### src/rtl/sreg_pkg.sv
// Shared types and helpers for the serial-to-parallel deserializer.
package sreg_pkg;

  typedef enum logic [1:0] {
    EMPTY = 2'd0,
    ACCUM = 2'd1,
    FULL  = 2'd2
  } sreg_state_e;

  // Bits needed to hold a bit count from 0 up to and including width.
  function automatic int count_w(input int width);
    return $clog2(width + 1);
  endfunction

endpackage

### src/rtl/sreg_core.sv
// Shift register with synchronous clear and parallel load.
// Priority: clr, then load, then shift.
module sreg_core
  import sreg_pkg::*;
#(
  parameter int WIDTH     = 8,
  parameter bit MSB_FIRST = 1'b1
) (
  input  logic             clk,
  input  logic             en,
  input  logic             sin,
  input  logic             clr,
  input  logic             load,
  input  logic [WIDTH-1:0] d,
  output logic [WIDTH-1:0] q
);

  // Register update: clear wins over load, load wins over a shift.
  always_ff @(posedge clk) begin
    if (clr) begin
      q <= '0;
    end else if (load) begin
      q <= d;
    end else if (en) begin
      if (MSB_FIRST) q <= {q[WIDTH-2:0], sin};
      else           q <= {sin, q[WIDTH-1:1]};
    end
  end

endmodule

### src/rtl/sreg_deser.sv
// Serial-to-parallel deserializer with a one-word output slot.
//
//  state | meaning
//  EMPTY | no bits held, accepting
//  ACCUM | 0 < count < WIDTH, accepting
//  FULL  | complete word parked in q, waiting for the output slot
module sreg_deser
  import sreg_pkg::*;
#(
  parameter int WIDTH     = 8,
  parameter bit MSB_FIRST = 1'b1
) (
  input  logic                      clk,
  input  logic                      reset_b,
  input  logic                      sin,
  input  logic                      sin_valid,
  output logic                      sin_ready,
  input  logic                      flush,
  output logic [WIDTH-1:0]          q,
  output logic [WIDTH-1:0]          pdata,
  output logic                      pvalid,
  input  logic                      pready,
  output logic [count_w(WIDTH)-1:0] count
);

  localparam int CW = count_w(WIDTH);
  localparam logic [CW-1:0] CNT_LAST = CW'(WIDTH - 1);
  localparam logic [CW-1:0] CNT_FULL = CW'(WIDTH);

  sreg_state_e      state_q, state_d;
  logic [CW-1:0]    count_d;
  logic [WIDTH-1:0] pdata_d;
  logic             pvalid_d;
  logic             core_en, core_clr;
  logic             accept, slot_free;
  logic [WIDTH-1:0] shifted;

  // Word the register will hold after accepting sin this cycle.
  assign shifted = MSB_FIRST ? {q[WIDTH-2:0], sin} : {sin, q[WIDTH-1:1]};

  // Parallel load is not needed here; the register is only shifted or cleared.
  sreg_core #(
    .WIDTH    (WIDTH),
    .MSB_FIRST(MSB_FIRST)
  ) u_core (
    .clk (clk),
    .en  (core_en),
    .sin (sin),
    .clr (core_clr),
    .load(1'b0),
    .d   ({WIDTH{1'b0}}),
    .q   (q)
  );

  // State register.
  always_ff @(posedge clk) begin
    if (!reset_b) state_q <= EMPTY;
    else          state_q <= state_d;
  end

  // Next state, counter, output slot and register controls.
  always_comb begin
    state_d   = state_q;
    count_d   = count;
    pdata_d   = pdata;
    pvalid_d  = pvalid && !pready;
    core_en   = 1'b0;
    core_clr  = !reset_b;
    sin_ready = (state_q != FULL);
    accept    = sin_valid && sin_ready;
    slot_free = !pvalid || pready;

    if (flush) begin
      // Abort wins over any same-cycle accept or pending transfer.
      state_d  = EMPTY;
      count_d  = '0;
      core_clr = 1'b1;
    end else begin
      unique case (state_q)
        EMPTY, ACCUM: begin
          if (accept) begin
            core_en = 1'b1;
            if (count == CNT_LAST) begin
              if (slot_free) begin
                pdata_d  = shifted;
                pvalid_d = 1'b1;
                count_d  = '0;
                state_d  = EMPTY;
              end else begin
                count_d = CNT_FULL;
                state_d = FULL;
              end
            end else begin
              count_d = count + CW'(1);
              state_d = ACCUM;
            end
          end
        end
        FULL: begin
          if (slot_free) begin
            pdata_d  = q;
            pvalid_d = 1'b1;
            count_d  = '0;
            state_d  = EMPTY;
            core_clr = 1'b1;
          end
        end
        default: state_d = EMPTY;
      endcase
    end
  end

  // Counter and output slot registers.
  always_ff @(posedge clk) begin
    if (!reset_b) begin
      count  <= '0;
      pdata  <= '0;
      pvalid <= 1'b0;
    end else begin
      count  <= count_d;
      pdata  <= pdata_d;
      pvalid <= pvalid_d;
    end
  end

endmodule

### config.mk
export PLATFORM = sky130hd
export DESIGN_NAME = sreg_deser
export DESIGN_NICKNAME = d
export VERILOG_FILES = /design/src/rtl/sreg_pkg.sv /design/src/rtl/sreg_core.sv /design/src/rtl/sreg_deser.sv
export SDC_FILE = /design/constraint.sdc
export NUM_CORES = 1
export LEC_CHECK = 0
export CAP_MARGIN = 10
export CORE_AREA = 2 2 57 59
export CTS_CLUSTER_DIAMETER = 150
export CTS_CLUSTER_SIZE = 14
export DETAILED_ROUTE_END_ITERATION = 16
export DIE_AREA = 0 0 59 61
export GPL_TIMING_DRIVEN = 0
export PLACE_DENSITY = 0.65
export SLEW_MARGIN = 25
export SYNTH_ARGS = -nofsm -noshare
export SYNTH_HDL_FRONTEND = slang
export SYNTH_HIERARCHICAL = 1
export SYNTH_SLANG_ARGS = --single-unit
### constraint.sdc
create_clock -name clk -period 2.5 [get_ports clk]
set_input_delay 0.75 -clock clk [delete_from_list [all_inputs] [get_ports clk]]
set_output_delay 0.75 -clock clk [all_outputs]
set_load 0.01 [all_outputs]
==> impl_metrics.ini, run 1 <==
[outcome]
outcome = finished, final reports clean

[timing]
hold_violations = 0
fin_crit_sh_pct = 83.41
rsz0062_at_grt = no
finalCriticalPeriod_ns = 2.085
fin_worst_skew_ns = 0.003287
setup_tns_ns = 0
drv_slew = 0
setup_viol_count_final = 0
max_freq_mhz = 479.5

[synthesis]
synth_area_mm2 = 0.001147
syn_avg_cell_area_um2 = 9.482
async_reset_ff_share_pct = 0
synth-seq-area-share_pct = 40.13
synth_top_cell_by_area = dfxtp_1
synth-seq-cells = 23
synthFlopType = dfxtp_1
synth_edf_count = 0
yosysWarningCount = 6
synthDistinctLibCells = 31
synthCells = 121
synthTopCellsByArea = dfxtp_1 40%, mux2i_1 14%, mux2_2 7.9%
synth_top_area_share_pct = 40.13

[clocking]
post_cts_buffers = 0
clock_path_buffers = 2
insertion_delay_ns = 0.31
cts_sinks = 23
cts_root_buf = clkbuf_4
cts_buffers = 3
cts-hold-fix-buffers = 0
cts_resized = 0
htree_levels = 1
cts_tree = built
path_clk_slew_ns = 0.12

[finish]
drive_above_1_share_pct = 11.98
syn2layout_area_growth_pct = 34.02
nets = 175
diodes = 0
fill_cells = 300
final_util_pct = 52.08

[floorplanning]
die_x_um = 59
fp.dieArea_mm2 = 0.003599
std_cell_rows = 20
start_util_pct = 38.86
dieHeight_um = 61
pin_count = 28
core_area_mm2 = 0.002953

[placed_design]
dp_hpwl_um = 1827
place.gp.congestion = 0.7920
io_buffers = 26

[global_routing]
grt_antenna_before_repair = 0
grt-busiest-layer = met2
grt_usage_pct = 14.60
use_met2_pct = 24.44
grt_pass1_wl_um = 3953
grt_util_met1_pct = 17.95
grt_pass1_vias = 922
grt.overflow.total = 0
gr-usage-met3_pct = 3.198
grt_max_degree = 13

[routing]
viasPerCell = 4.940
drtIter0Drc = 17
vias = 988
drtAntennaViolNets = 0
route.detailed.drc = 0
first_pass_iters = 4
wl_per_cell_um = 12.21
routed_wl_um = 2442

[worst_setup_path]
timing.critical_path.arrival_ns = 1.34
path_max_fanout = 5
cp_num_buf_inv = 1
rr_worst_depth = 6
endpoint_kind = output pin
critPathKind = reg -> out
startpoint_type = register
cp_slowest_cell = clkdlybuf4s50_1
critical_path.max_stage_delay_ns = 0.58
path_cells = clkdlybuf4s50_1
reg2reg_from = count[1]$_SDFFE_PP0P_
startpoint = u_core/q[2]$_SDFFE_PP0P_
critPathTopFamily = buffers and inverters
cp_num_cells = 1
cp_data_required_time_ns = 1.75

[min_path]
min_path_type = reg -> reg
hold_depth = 1
min_from = state_q[1]$_SDFFE_PP0P_

[power]
p_leak_nw = 0.6358
ir_drop_v = 0.0002254
cellPowerDensity_mw_per_mm2 = 409.8

[flow_run]
cap_violations = 0
## synthesized netlist by cell type, drive strengths merged, types with 2 or more instances
master	n
o21ai	2
dfxtp	23
nor3	3
mux2i	16
and2b	2
a21oi	5
nor2b	9
buf	5
nand2b	2
nand2	17
mux2	8
a211oi	8
inv	2
nor2	5
## where the power goes
group	internal, mW	switching [mW]	total [mW]	leakage (nW)
logic	0.0389	0.0365	0.0754	0.434
clock network	0.0622	0.110	0.172	0.0150
registers	0.374	0.00874	0.383	0.187
total	0.475	0.155	0.630	0.636
## cells in the final DEF (no fill, tap or decap), drive strengths merged, types with 8 or more instances in the layout
master	count
clkdlybuf4s50	25
dfxtp	23
nand2	17
conb	17
mux2i	16
nor2b	9
mux2	8
a211oi	8
## final cells by class
cell class                      count  area, um2  share of cell area [%]
Timing Repair Buffer               26      262.8                   17.09
Sequential cell                    23      460.4                   29.94
Inverter                            2      7.507                  0.4882
Clock buffer                        4      26.28                   1.709
Multi-Input combinational cell    106      693.2                   45.08
Buffer                              6      46.29                   3.011
Tap cell                           33      41.29                   2.685
## final timing paths
| check | endpoint | slack, ns |
|---|---|---|
| hold reg to reg | state_q[0]$_SDFFE_PP0P_ | 0.47 |
| hold / removal | state_q[0]$_SDFFE_PP0P_ | 0.47 |
| setup / recovery | q[2] | 0.41 |
| setup reg to reg | pdata[1]$_SDFFE_PN0P_ | 0.80 |
## cell families (layout without fill, tap and decap cells)
kind of cell    after synthesis  count (layout)  synth area share [%]
fa+ha+maj                     1               1                 1.090
flops                        23              23                 40.13
compound gates               21              21                 12.76
mux                          24              24                 21.81
other cells                   1              17                0.3268
simple gates                 43              43                 19.19
buf+inv                       8              38                 4.688
## sequential cells by signal (all words and copies together) (netlist names)
register	cells
state_q	2
count	4
pvalid	1
u_core/q	8
pdata	8
## routing by layer
| metal | part of all wire [%] | routed length (um) |
|---|---|---|
| met5 | 0 | 0 |
| met4 | 2.1 | 51 |
| met3 | 5.0 | 122 |
| met2 | 47 | 1146 |
| met1 | 46 | 1122 |
## through the flow
step	cell area (um2)	worst slack [ns]	total power, mW	cells	hold WS, ns
after detailed placement	1509	0.1878	0.4647	196	0.4537
after CTS	1535	0.06388	0.6358	200	0.4734
after floorplan	1207	0.7242	0.4353	137	0.4221
final	1538	0.4146	0.6301	200	0.4657
after global routing	1538	0.3505	0.6629	200	0.4943
after global placement	1509	0.2271	0.4636	196	0.4460
Note: power is estimated with default switching activity, not from simulation.
==> run 2: changes to the inputs <==
- PLACE_DENSITY: 0.65 -> 0.67
- clock period: 2.5 -> 1.75 ns (I/O delays scaled with it)
==> run 2 against run 1 <==
Net effect:
- routed wire length down 0.12%
- utilization rose by 2.0 points
- sequential power rose by 43%
- combinational power up 42%
- largest power group unchanged
- highest routed layer unchanged
==> impl_metrics.ini, run 2 (synthesis results as in run 1) <==
[routing]
routed_wl_um = 2439
first_pass_iters = 4
wl_per_cell_um = 12.01
vias = 969
drtAntennaViolNets = 0
viasPerCell = 4.773
drtIter0Drc = 25
route.detailed.drc = 0

[finish]
largestRegisters = pdata x8, u_core/q x8, count x4
drive_above_1_share_pct = 22.94
fin_cells = 203
diodes = 0
regArea_um2 = 480.5
multiInputGateArea_um2 = 704.4
syn2layout_area_growth_pct = 39.26
nets = 178
most-common-layout-cells = 17 x nand2_1, 17 x conb_1, 16 x mux2i_1, 13 x dlygate4sd2_1, 11 x dfxtp_1
fill_cells = 295

[clocking]
clock_path_buffers = 2
cts_root_buf = clkbuf_4
path_clk_slew_ns = 0.12
htree_levels = 1
cts-hold-fix-buffers = 0
cts_tree = built
cts_buffers = 3
insertion_delay_ns = 0.32
cts_sinks = 23

[worst_setup_path]
critPathTopFamily = flip-flops
timing.critical_path.arrival_ns = 1.18
path_cells = and2b_1 -> buf_6 -> inv_6 -> buf_6
startpoint_type = register
cpMostUsedCell = buf_6
endpoint_kind = output pin
cp_num_buf_inv = 3
cp_data_required_time_ns = 1.22
critical_path.max_stage_delay_ns = 0.34
critPathKind = reg -> out
cp_slowest_cell = dfxtp_2
path_max_fanout = 8

[power]
ir_drop_v = 0.0002467
cellPowerDensity_mw_per_mm2 = 567.0
p_leak_nw = 0.8496

[timing]
hold_violations = 0
rsz0062_at_grt = no
setup_viol_count_final = 0
fin_worst_skew_ns = 0.008778
max_freq_mhz = 585.7
drv_slew = 0
finalCriticalPeriod_ns = 1.707
hold_slack_ns = 0.4525
fin_crit_sh_pct = 97.56
worst_slack_ns = 0.04261

[floorplanning]
start_util_pct = 38.86
core_area_mm2 = 0.002953
std_cell_rows = 20
pin_count = 28
fp.dieArea_mm2 = 0.003599
dieHeight_um = 61
die_x_um = 59

[global_routing]
grt_pass1_wl_um = 4008
grt_antenna_before_repair = 0
grt_pass1_vias = 930
grt.overflow.total = 0
grt_max_degree = 14
grt_usage_pct = 14.69

[min_path]
min_path_type = reg -> reg

[outcome]
outcome = finished, final reports clean

[flow_run]
cap_violations = 0

[placed_design]
io_buffers = 26
place_ws_ns = -0.3608
dp_hpwl_um = 1794
place.gp.congestion = 0.7611
place_inst = 196
[run 2: metrics by stage]
| step | total power [mW] | cell area (um2) | util [%] | setup TNS [ns] |
|---|---|---|---|---|
| floorplan | 0.6218 | 1207 | - | 0 |
| global placement | 0.6624 | 1509 | 51.10 | -4.386 |
| detailed placement | 0.6635 | 1509 | 51.10 | -5.053 |
| CTS | 0.9049 | 1553 | 52.58 | 0 |
| global route | 0.9528 | 1598 | 54.11 | 0 |
| finish | 0.9059 | 1598 | 54.11 | 0 |
[run 2: layout make-up]
type | count | area share, %
inverter | 2 | 0.7831
multi-input combinational | 106 | 44.09
sequential | 23 | 30.07
timing repair buffer | 29 | 17.85
buffer | 6 | 2.897
tap | 33 | 2.584
clock buffer | 3 | 1.410
clock inverter | 1 | 0.3132
[run 2: routing by layer]
layer	track usage (%)	share of wire (%)	wire, um	up-vias
li1	-	-	-	511
met1	19.12	48	1176	435
met2	24.13	47	1146	17
met3	2.559	3.1	75	6
met4	6.169	1.6	40	0
met5	0	0	0	-
[run 2: path summary, 6_finish.rpt]
path / from / to / slack [ns] / cells past startpoint
worst max register to register: count[1]$_SDFFE_PP0P_ / pdata[1]$_SDFFE_PN0P_ / 0.09 / 7
worst max-delay path: state_q[0]$_SDFFE_PP0P_ / sin_ready / 0.04 / 4
worst min-delay path: state_q[1]$_SDFFE_PP0P_ / state_q[0]$_SDFFE_PP0P_ / 0.45 / 1
worst min register to register: state_q[1]$_SDFFE_PP0P_ / state_q[0]$_SDFFE_PP0P_ / 0.45 / 1
[run 2: timing repair]
item,4_1_cts,5_1_grt
setup endpoints to repair,20,16
resized for setup,33,11
setup buffers,1,2
pin swaps,0,2
[run 2: worst register-to-register path, cell delays in order (launching register included)]
cell	delay [ns]
dfxtp_2	0.35
buf_4	0.12
ha_2	0.20
and3b_2	0.24
nand2_1	0.10
a211o_1	0.31
buf_6	0.15
mux2i_1	0.11
[run 2: where the power goes]
part / internal, mW / leakage (nW) / total, mW / switching [mW]
clock: 0.0857 / 0.0177 / 0.253 / 0.167
sequential: 0.534 / 0.192 / 0.546 / 0.0117
combinational: 0.0534 / 0.639 / 0.107 / 0.0539
total: 0.673 / 0.850 / 0.906 / 0.233
==> run 3: changes to the inputs <==
- CAP_MARGIN: 10 -> 40
==> results of run 3 <==
Same layout as run 2: the final DEF is identical, and so are final timing and power.
